<file path="src/rtl/aes_pkg.sv">
// Shared AES decryption types and constants: round counts, state width, controller FSM encoding.
package aes_pkg;

    localparam int NR_128   = 10;
    localparam int NR_192   = 12;
    localparam int NR_256   = 14;
    localparam int STATE_W  = 128;
    localparam int RK_IDX_W = 4;

    typedef logic [STATE_W-1:0]  blk_t;
    typedef logic [RK_IDX_W-1:0] rk_idx_t;

    typedef enum logic [1:0] {
        ST_IDLE  = 2'd0,
        ST_START = 2'd1,
        ST_WAIT  = 2'd2,
        ST_DONE  = 2'd3
    } ctrl_state_e;

endpackage

</file>
<file path="src/rtl/inv_cipher_ctrl_if.sv">
// Block stream between the decryption front-end and the inverse cipher controller.
interface inv_cipher_ctrl_if;
    import aes_pkg::*;

    logic in_valid;
    logic in_ready;
    blk_t ct;
    logic out_valid;
    logic out_ready;
    blk_t pt;

    modport master (
        output in_valid, ct, out_ready,
        input  in_ready, out_valid, pt
    );

    modport slave (
        input  in_valid, ct, out_ready,
        output in_ready, out_valid, pt
    );

endinterface

</file>
<file path="src/rtl/inv_cipher_ctrl.sv">
// AES inverse cipher sequencer: initial AddRoundKey, then NR round-transform handshakes each followed by AddRoundKey.
// Result after NR*(L+1)+1 cycles; held in DONE until out_ready, no new block is accepted until then.
module inv_cipher_ctrl
    import aes_pkg::*;
#(
    parameter int NR = NR_128
) (
    input  logic               clk,
    input  logic               rst_n,
    inv_cipher_ctrl_if.slave   dec_if,
    output logic               busy_o,
    output rk_idx_t            rk_idx_o,
    input  blk_t               rk_i,
    output logic               tf_start_o,
    output logic               tf_bypass_mc_o,
    output blk_t               tf_s_o,
    input  blk_t               tf_s_i,
    input  logic               tf_done_i
);

    localparam rk_idx_t NR_L = rk_idx_t'(NR);

    if (!(NR == NR_128 || NR == NR_192 || NR == NR_256)) begin : g_nr_check
        $error("inv_cipher_ctrl: NR must be 10, 12 or 14");
    end

    ctrl_state_e state_q, state_d;
    blk_t        blk_q, blk_d;
    rk_idx_t     rnd_q, rnd_d;

    always_ff @(posedge clk or negedge rst_n) begin
        if (!rst_n) begin
            state_q <= ST_IDLE;
            blk_q   <= '0;
            rnd_q   <= rk_idx_t'(1);
        end else begin
            state_q <= state_d;
            blk_q   <= blk_d;
            rnd_q   <= rnd_d;
        end
    end

    // rnd never exceeds NR, so NR-rnd stays within 0..NR-1 without wrapping.
    always_comb begin
        state_d          = state_q;
        blk_d            = blk_q;
        rnd_d            = rnd_q;
        dec_if.in_ready  = 1'b0;
        dec_if.out_valid = 1'b0;
        tf_start_o       = 1'b0;
        tf_bypass_mc_o   = 1'b0;
        rk_idx_o         = NR_L;

        case (state_q)
            ST_IDLE: begin
                dec_if.in_ready = 1'b1;
                if (dec_if.in_valid) begin
                    blk_d   = dec_if.ct ^ rk_i;
                    rnd_d   = rk_idx_t'(1);
                    state_d = ST_START;
                end
            end
            ST_START: begin
                tf_start_o     = 1'b1;
                tf_bypass_mc_o = (rnd_q == rk_idx_t'(1));
                rk_idx_o       = NR_L - rnd_q;
                state_d        = ST_WAIT;
            end
            ST_WAIT: begin
                tf_bypass_mc_o = (rnd_q == rk_idx_t'(1));
                rk_idx_o       = NR_L - rnd_q;
                if (tf_done_i) begin
                    blk_d = tf_s_i ^ rk_i;
                    if (rnd_q == NR_L) begin
                        state_d = ST_DONE;
                    end else begin
                        rnd_d   = rnd_q + rk_idx_t'(1);
                        state_d = ST_START;
                    end
                end
            end
            ST_DONE: begin
                dec_if.out_valid = 1'b1;
                if (dec_if.out_ready) begin
                    state_d = ST_IDLE;
                end
            end
            default: begin
                state_d = ST_IDLE;
            end
        endcase
    end

    assign dec_if.pt = blk_q;
    assign tf_s_o    = blk_q;
    assign busy_o    = (state_q != ST_IDLE);

endmodule

</file>
<file path="src/flat_wrapper.sv">
// flat-port wrapper written by rule: the top's interface ports become plain ports
module inv_cipher_ctrl_flat import aes_pkg::*;
#(
    parameter int NR = NR_128
)
  (clk, rst_n, busy_o, rk_idx_o, rk_i, tf_start_o, tf_bypass_mc_o, tf_s_o, tf_s_i, tf_done_i, dec_if_in_valid, dec_if_ct, dec_if_out_ready, dec_if_in_ready, dec_if_out_valid, dec_if_pt);
  inv_cipher_ctrl_if dec_if_i ();
  input  logic clk;
  input  logic rst_n;
  output logic busy_o;
  output rk_idx_t rk_idx_o;
  input  blk_t rk_i;
  output logic tf_start_o;
  output logic tf_bypass_mc_o;
  output blk_t tf_s_o;
  input  blk_t tf_s_i;
  input  logic tf_done_i;
  input wire logic [$bits(dec_if_i.in_valid)-1:0] dec_if_in_valid;
  input wire logic [$bits(dec_if_i.ct)-1:0] dec_if_ct;
  input wire logic [$bits(dec_if_i.out_ready)-1:0] dec_if_out_ready;
  output wire logic [$bits(dec_if_i.in_ready)-1:0] dec_if_in_ready;
  output wire logic [$bits(dec_if_i.out_valid)-1:0] dec_if_out_valid;
  output wire logic [$bits(dec_if_i.pt)-1:0] dec_if_pt;
  assign dec_if_i.in_valid = dec_if_in_valid;
  assign dec_if_i.ct = dec_if_ct;
  assign dec_if_i.out_ready = dec_if_out_ready;
  assign dec_if_in_ready = dec_if_i.in_ready;
  assign dec_if_out_valid = dec_if_i.out_valid;
  assign dec_if_pt = dec_if_i.pt;
  inv_cipher_ctrl #(.NR(NR)) u_core (.clk(clk), .rst_n(rst_n), .dec_if(dec_if_i), .busy_o(busy_o), .rk_idx_o(rk_idx_o), .rk_i(rk_i), .tf_start_o(tf_start_o), .tf_bypass_mc_o(tf_bypass_mc_o), .tf_s_o(tf_s_o), .tf_s_i(tf_s_i), .tf_done_i(tf_done_i));
endmodule
</file>
<file path="config.mk">
export PLATFORM = sky130hd
export DESIGN_NAME = inv_cipher_ctrl_flat
export DESIGN_NICKNAME = d
export VERILOG_FILES = /design/src/rtl/aes_pkg.sv /design/src/rtl/inv_cipher_ctrl_if.sv /design/src/rtl/inv_cipher_ctrl.sv /design/src/flat_wrapper.sv
export SDC_FILE = /design/constraint.sdc
export NUM_CORES = 1
export LEC_CHECK = 0
export CORE_AREA = 2 2 258 260
export CTS_BUF_LIST = sky130_fd_sc_hd__clkbuf_2
export DETAILED_ROUTE_END_ITERATION = 8
export DIE_AREA = 0 0 260 262
export PLACE_DENSITY = 0.4
export SYNTH_ARGS = -nofsm -noshare
export SYNTH_HDL_FRONTEND = slang
export SYNTH_SLANG_ARGS = --single-unit
</file>
<file path="constraint.sdc">
create_clock -name clk -period 2.55 [get_ports clk]
set_input_delay 0.255 -clock clk [delete_from_list [all_inputs] [get_ports clk]]
set_output_delay 0.255 -clock clk [all_outputs]
set_load 0.01 [all_outputs]
</file>
# Yosys cells after proc, flatten, opt, wreduce, memory -nomap -nowiden
# Index checks and enable logic that the tools add are counted.
# totals
ff_bits	134
latch_bits	0
mem_bits_rw	0
mem_bits_ro	0
input_bits	389
memories	0
# op_classes
n_addsub	2
mul	0
div_mod_pow	0
magnitude_cmp	0
n_eq_ne	9
shifts	0
mux	17
n_bitwise	2
n_reduce_logical	7
# ops
cell	count
$mux 128	2
$pmux 128 s2	1
$xor 128x128->128	2
$mux 4	4
$mux 2	4
$ne 2x2->1 const B	4
$pmux 2 s4	1
$pmux 4 s2	1
$reduce_and 3->1	2
$add 4x1->4 const B	1
$eq 2x2->1 const B	2
$eq 4x1->1 const B	1
$eq 4x4->1 const B	1
$mux 1	4
$reduce_and 4->1	1
$reduce_bool 2->1	2
$sub 4x4->4 const A	1
$eq 2x1->1 const B	1
$logic_not 2->1	1
$reduce_or 2->1	1

# Longest topological paths before layout
# depth
depth_word	4
mapped_depth	8
ltp_nobuf	5

# Worst setup path before layout
# No wires, ideal clock.
# synth_path
path_type	flip-flop to flip-flop
startpoint	reg u_core.state_q[0]
endpoint	reg u_core.blk_q[22], in the netlist u_core.dec_if.pt[22]
setup_time_ns	0.127
arrival_time_ns	1.862
path_slack_ns	0.561
stages_incl_launch_ff	8
period_less_slack_ns	1.989
cell_sequence	dfrtp_1 -> inv_1 -> ha_1 -> and2b_2 -> nor3_4 -> buf_6 -> buf_8 -> mux2_1
# synth_via
elab_chain_cells	3
word_cells_on_any_way	7
cone_classes	3 x eq/ne; 1 x mux; 3 x reduce/logical
# synth_lines
item	line_no	source
start: declaration	inv_cipher_ctrl.sv:27	ctrl_state_e state_q, state_d;
start signal: assignment	inv_cipher_ctrl.sv:37	state_q <= state_d;
$eq 2x2->1 or $logic_not 2->1 (tied branches)	inv_cipher_ctrl.sv:54	case (state_q)
$ne 2x2->1 (no source line) or $reduce_bool 2->1 (tied branches)	--	
$reduce_and 3->1 (no source line)	--	
end signal: assignment	inv_cipher_ctrl.sv:38	blk_q <= blk_d;
end: declaration	inv_cipher_ctrl.sv:28	blk_t blk_q, blk_d;
# Parallel ways exist; a longest one is shown, timed or not.
# A chain may end at the register's enable or synchronous reset.

# Worst setup path after layout
# layout_path
startpoint	reg u_core.state_q[0]
endpoint	reg u_core.blk_q[60], in the netlist u_core.dec_if.pt[60]
# Same word-level chain as after synthesis.

==> summary.txt <==
Outcome
  – Result of the run: finished, final reports clean

STA
  – Setup TNS after final layout: 0 ns
  – Final Max Slew Viols: 0
  – Maximum frequency from static timing analysis: ~0.4 GHz
  – Worst relative slew slack: 49.2%
  – Worst Max-Slew Pin Slew: around 0.76 ns
  – Clock Skews: just over 0.02 ns
  – Minimum period implied by the final worst setup slack: 2.46 ns
  – Portion of the clock cycle consumed by the worst path in the final layout: a little over nine tenths
  – Setup-violating endpoint count in the final report: 0
  – Hold Vio Cnt, Final: 0
  – Setup repair after global routing missed its margin: true

CTS
  – Number of buffers inserted during clock tree synthesis: 17
  – H-Tree Level Count: 4
  – Root buffer cell: sky130_fd_sc_hd__clkbuf_2
  – Deepest clock path buffer count: 2
  – Clock tree from TritonCTS: yes
  – Clock sink total: 134
  – Clock-pin slew of the registers on the worst-case setup and hold paths: 0.22 ns
  – Clock latency reported for the late side of the worst-skew pair: between 0.9 and 1 ns

Finish
  – # fillers: 6,746
  – NumNets Final: 1,978
  – Synthesis-to-layout area growth: 113%
  – Total non-filler cell area in the finished layout: 0.0193 mm2
  – Share of final-layout standard cells stronger than drive strength 1: 9.72%

Power and ir drop
  – Internal power summed over all cells: 0.0119 W
  – Switching part of the total power: 37.1%
  – Leakage: 7.33 nW
  – P per Cell Area: 982 mW/mm2
  – Power after layout: 0.0190 W
  – Power share of the clock group: 8.7%
  – P_sw: 0.00702 W
  – Sequential Power Share: between 20% and 30%
  – Peak supply drop: approximately 600 uV
  – Combinational share of power: 67.4%

Route
  – 1st-pass router iterations: 4
  – DRC violation count after routing: 0
  – Routed wl met2: between 20 and 25 mm
  – Remaining number of nets flagged by the antenna check after routing: 0
  – Aggregate routed wire length: 41.2 mm
  – Number of vias after detailed routing: 8,464
  – Topmost layer with routed signal wires: met5
  – Routed via count divided by cell count: 3.44
  – Met3 routed wirelength: 1.84 mm
  – Final routed wire length divided by cell count: 16.8 um
  – Post-Route M1 WL: 16.0 mm
  – DRT iter0 DRCs: 179

Placed design
  – PortBufs: between 600 and 700
  – Weighted congestion at the end of routability-driven global placement: 0.761
  – DP HPWL: 30.8 mm
  – Placed cell area: 0.0156 mm2

Worst setup path
  – Critical path class: reg2reg
  – Number of cells on the worst reg-to-reg path: 9
  – Arrival time of the worst setup path: 3.33 ns
  – Cell seen most often among critical-path stages: sky130_fd_sc_hd__buf_4
  – Kind of capture point of the worst setup path: flip-flop
  – Reg-to-reg slack, setup: 0.09 ns
  – Standard cell with the maximum stage delay on the critical path: sky130_fd_sc_hd__dlygate4sd3_1
  – Max Fanout on Critical Path: 18
  – Worst EP required: 3.42 ns
  – Capture point of the worst reg-to-reg path: u_core.dec_if.pt[60]$_DFFE_PN0P_
  – FF-to-FF Start: u_core.state_q[0]$_DFFE_PN0P_
  – Highest cell delay on the worst timing path: approximately 0.57 ns
  – Critical path startpoint category: flip-flop
  – Critical-path cell list: inv_2 -> buf_4 -> ha_4 -> buf_4 -> clkbuf_16 -> mux2i_1 -> xnor2_1 -> dlygate4sd3_1 -> mux2_4

Synth
  – Post-synthesis sequential area ratio: 37.1%
  – Xor/xnor share of the synthesized area: between 10% and 20%
  – Multiplexer share of the synthesized area: between 30% and 40%
  – Area share of the leading cell type in the synthesized netlist: 36.8%
  – Compound-Gate Fraction of Synth Area: less than 1%
  – Number of warnings reported in the yosys synthesis log: 0
  – Synthesis-stage register bit count: 134
  – Synthesized area per cell: 12.5 um2
  – Dominant combinational cell family by area after synthesis: multiplexers
  – Total nets after synthesis: 1,119
  – Number of standard cells after synthesis: 722
  – Top cells by area, synth: sky130_fd_sc_hd__dfrtp_1 (37%), sky130_fd_sc_hd__mux2i_1 (14%), sky130_fd_sc_hd__xnor2_1 (12%), sky130_fd_sc_hd__buf_4 (11%), sky130_fd_sc_hd__mux2_1 (7.5%)
  – Dominant cell type by area after synthesis: sky130_fd_sc_hd__dfrtp_1
  – Mapped cell area: 0.00904 mm2
  – Adder and majority gate portion of the synthesized area: 1.11%
  – Basic-gate share of the synthesized area counting and, or, nand and nor cells: 1.80%
  – Distinct cell type count of the synthesized netlist: 37

Min path
  – Number of cells on the worst hold path: 4
  – Worst min path class: in2reg
  – Worst Min Path Start: tf_s_i[55]
  – Hold-critical path endpoint: u_core.dec_if.pt[55]$_DFFE_PN0P_

Floorplan
  – Die extent in x: 260 um
  – Floorplan row count: 94
  – Top-level port count: 654
  – Die ar.: 0.0681 mm2
  – Starting density of the core: 13.9%
  – Height of the chip: about 260 um
  – Area of the core region: 0.0653 mm2

GRT
  – Total gr overflow: 0
  – Vias in the first global route: 9,166
  – Global-route wire length before repair: 56.7 mm
  – Antenna violations before repair: 4
  – Pin count of the biggest net entering global routing: 58
  – Overall fraction of global-route tracks in use: a little under an eighth

Job
  – Max-capacitance violation count: 0
-- cell usage in the layout, fill, tap and decap left out, types with 2 or more instances in the layout --
cell type	instances
sky130_fd_sc_hd__inv_1	4
sky130_fd_sc_hd__mux2_1	60
sky130_fd_sc_hd__ha_4	5
sky130_fd_sc_hd__xnor2_1	129
sky130_fd_sc_hd__mux2i_1	130
sky130_fd_sc_hd__nand2_1	2
sky130_fd_sc_hd__clkinvlp_4	5
sky130_fd_sc_hd__bufinv_16	4
sky130_fd_sc_hd__clkbuf_2	18
sky130_fd_sc_hd__nand3_1	2
sky130_fd_sc_hd__buf_6	2
sky130_fd_sc_hd__clkdlybuf4s15_2	2
sky130_fd_sc_hd__inv_2	2
sky130_fd_sc_hd__nor2b_1	2
sky130_fd_sc_hd__clkdlybuf4s50_1	643
sky130_fd_sc_hd__inv_6	2
sky130_fd_sc_hd__mux2_2	24
sky130_fd_sc_hd__diode_2	3
sky130_fd_sc_hd__and2_1	2
sky130_fd_sc_hd__buf_16	3
sky130_fd_sc_hd__clkinv_4	3
sky130_fd_sc_hd__dlygate4sd3_1	312
sky130_fd_sc_hd__nand2b_1	3
sky130_fd_sc_hd__ha_1	3
sky130_fd_sc_hd__buf_12	8
sky130_fd_sc_hd__buf_2	3
sky130_fd_sc_hd__buf_4	20
sky130_fd_sc_hd__dfrtp_1	133
sky130_fd_sc_hd__mux2_4	45
sky130_fd_sc_hd__clkbuf_16	3
-- critical path: cells and delay by family, from the launching register on --
family                   cells  cell delay, ns
flip-flops                   1            0.44
multiplexers                 2            0.49
adder cells (fa/ha/maj)      1            0.18
XOR/XNOR                     1            0.09
buffers and inverters        5            1.17
-- cells by family (layout without fill, tap and decap cells) --
kind of cell               after synthesis  in the layout
adders and majority gates                8              8
xor gates and xnor gates               130            130
and+or+nand+nor                         22             22
muxes                                  259            259
AOI/OAI and AO/OA                        6              6
other                                    0              3
DFF                                    134            134
buffers and inverters                  163           1035
-- cell type report --
class                      instances  area, um2  share of cell area (%)
inverter                           6       22.5                   0.117
clock buffer                      18       90.1                   0.467
multi-input combinational        425       4450                    23.1
sequential                       134       3350                    17.4
tap                              864       1080                    5.60
antenna                            3       7.51                  0.0389
timing repair buffer             997      10100                    52.3
clock inverter                    14        201                    1.04
-- routing by layer --
metal | vias to the layer above | track usage, %
met2 | 279 | 21.1
li1 | 4054 | -
met5 | - | 0
met3 | 40 | 2.67
met4 | 2 | 3.86
met1 | 4089 | 12.7
-- what timing repair did --
| item | CTS | global route |
|---|---|---|
| pin swaps | 3 | 2 |
| gates cloned | 0 | 3 |
| resized for setup | 42 | 8 |
| setup buffers | 6 | 7 |
| endpoints found under the setup margin | 9 | 33 |
| hold buffers | 313 | 0 |
| endpoints found under the hold margin | 264 | 0 |
-- state kept, by name (all words and copies together) (netlist names) --
name,flops
u_core.dec_if.pt,128
u_core.state_q,2
u_core.rnd_q,4
-- power by group through the flow --
| stage | clock [W] | combinational (W) | sequential [W] |
|---|---|---|---|
| 2_1_floorplan | 0 | 0.00700 | 0.00455 |
| 3_3_place_gp | 0 | 0.0117 | 0.00466 |
| 3_5_place_dp | 0 | 0.0118 | 0.00463 |
| 4_1_cts | 0.00178 | 0.0126 | 0.00460 |
| 5_1_grt | 0.00186 | 0.0136 | 0.00471 |
| 6_report | 0.00164 | 0.0128 | 0.00454 |
-- synthesized netlist by cell type --
library cell,n
sky130_fd_sc_hd__o41a_1,1
sky130_fd_sc_hd__xor2_1,1
sky130_fd_sc_hd__nand2b_1,3
sky130_fd_sc_hd__nor3_4,1
sky130_fd_sc_hd__mux2i_1,130
sky130_fd_sc_hd__buf_4,129
sky130_fd_sc_hd__and2b_2,1
sky130_fd_sc_hd__o31ai_1,1
sky130_fd_sc_hd__mux2_2,24
sky130_fd_sc_hd__nand4b_1,1
sky130_fd_sc_hd__o311ai_1,1
sky130_fd_sc_hd__nor4b_1,1
sky130_fd_sc_hd__dfrtp_1,133
sky130_fd_sc_hd__buf_12,4
sky130_fd_sc_hd__mux2_1,60
sky130_fd_sc_hd__inv_1,6
sky130_fd_sc_hd__nand3_1,2
sky130_fd_sc_hd__nor4bb_1,1
sky130_fd_sc_hd__mux2_4,45
sky130_fd_sc_hd__o2bb2ai_1,1
sky130_fd_sc_hd__nor2_1,1
sky130_fd_sc_hd__dfstp_2,1
sky130_fd_sc_hd__nor2b_1,2
sky130_fd_sc_hd__buf_8,6
sky130_fd_sc_hd__buf_2,8
sky130_fd_sc_hd__and2b_1,1
sky130_fd_sc_hd__a41o_1,1
sky130_fd_sc_hd__buf_6,10
sky130_fd_sc_hd__a21oi_1,1
sky130_fd_sc_hd__or3_1,1
sky130_fd_sc_hd__ha_1,8
sky130_fd_sc_hd__nor3_1,1
sky130_fd_sc_hd__nand2_1,2
sky130_fd_sc_hd__nor4b_2,1
sky130_fd_sc_hd__xnor2_1,129
sky130_fd_sc_hd__and2_1,2
sky130_fd_sc_hd__nor2_4,1
-- worst max path at each step --
stage,startpoint,endpoint,slack (ns),cells past startpoint
4_1_cts,u_core.rnd_q[0]$_DFFE_PN1P_,tf_bypass_mc_o,-0.16,4
6_report,u_core.state_q[0]$_DFFE_PN0P_,u_core.dec_if.pt[60]$_DFFE_PN0P_,0.09,9
3_3_place_gp,dec_if_in_valid,u_core.dec_if.pt[0]$_DFFE_PN0P_,0.11,6
3_5_place_dp,dec_if_in_valid,u_core.dec_if.pt[11]$_DFFE_PN0P_,0.1,6
2_1_floorplan,u_core.state_q[0]$_DFFE_PN0P_,u_core.dec_if.pt[22]$_DFFE_PN0P_,0.56,7
5_1_grt,u_core.state_q[1]$_DFFE_PN0P_,tf_bypass_mc_o,-0.16,4
-- per-stage QoR --
step	util [%]	instances	setup WS [ns]	hold WS [ns]
floorplan	-	722	0.561	-0.0406
global route	29.6	2460	-0.155	0.0587
global placement	23.9	2098	0.107	0.311
CTS	29.2	2448	-0.162	0.00224
finish	29.6	2461	0.0915	0.198
detailed placement	23.9	2098	0.0967	0.321
(Power assumes the default switching activity.)
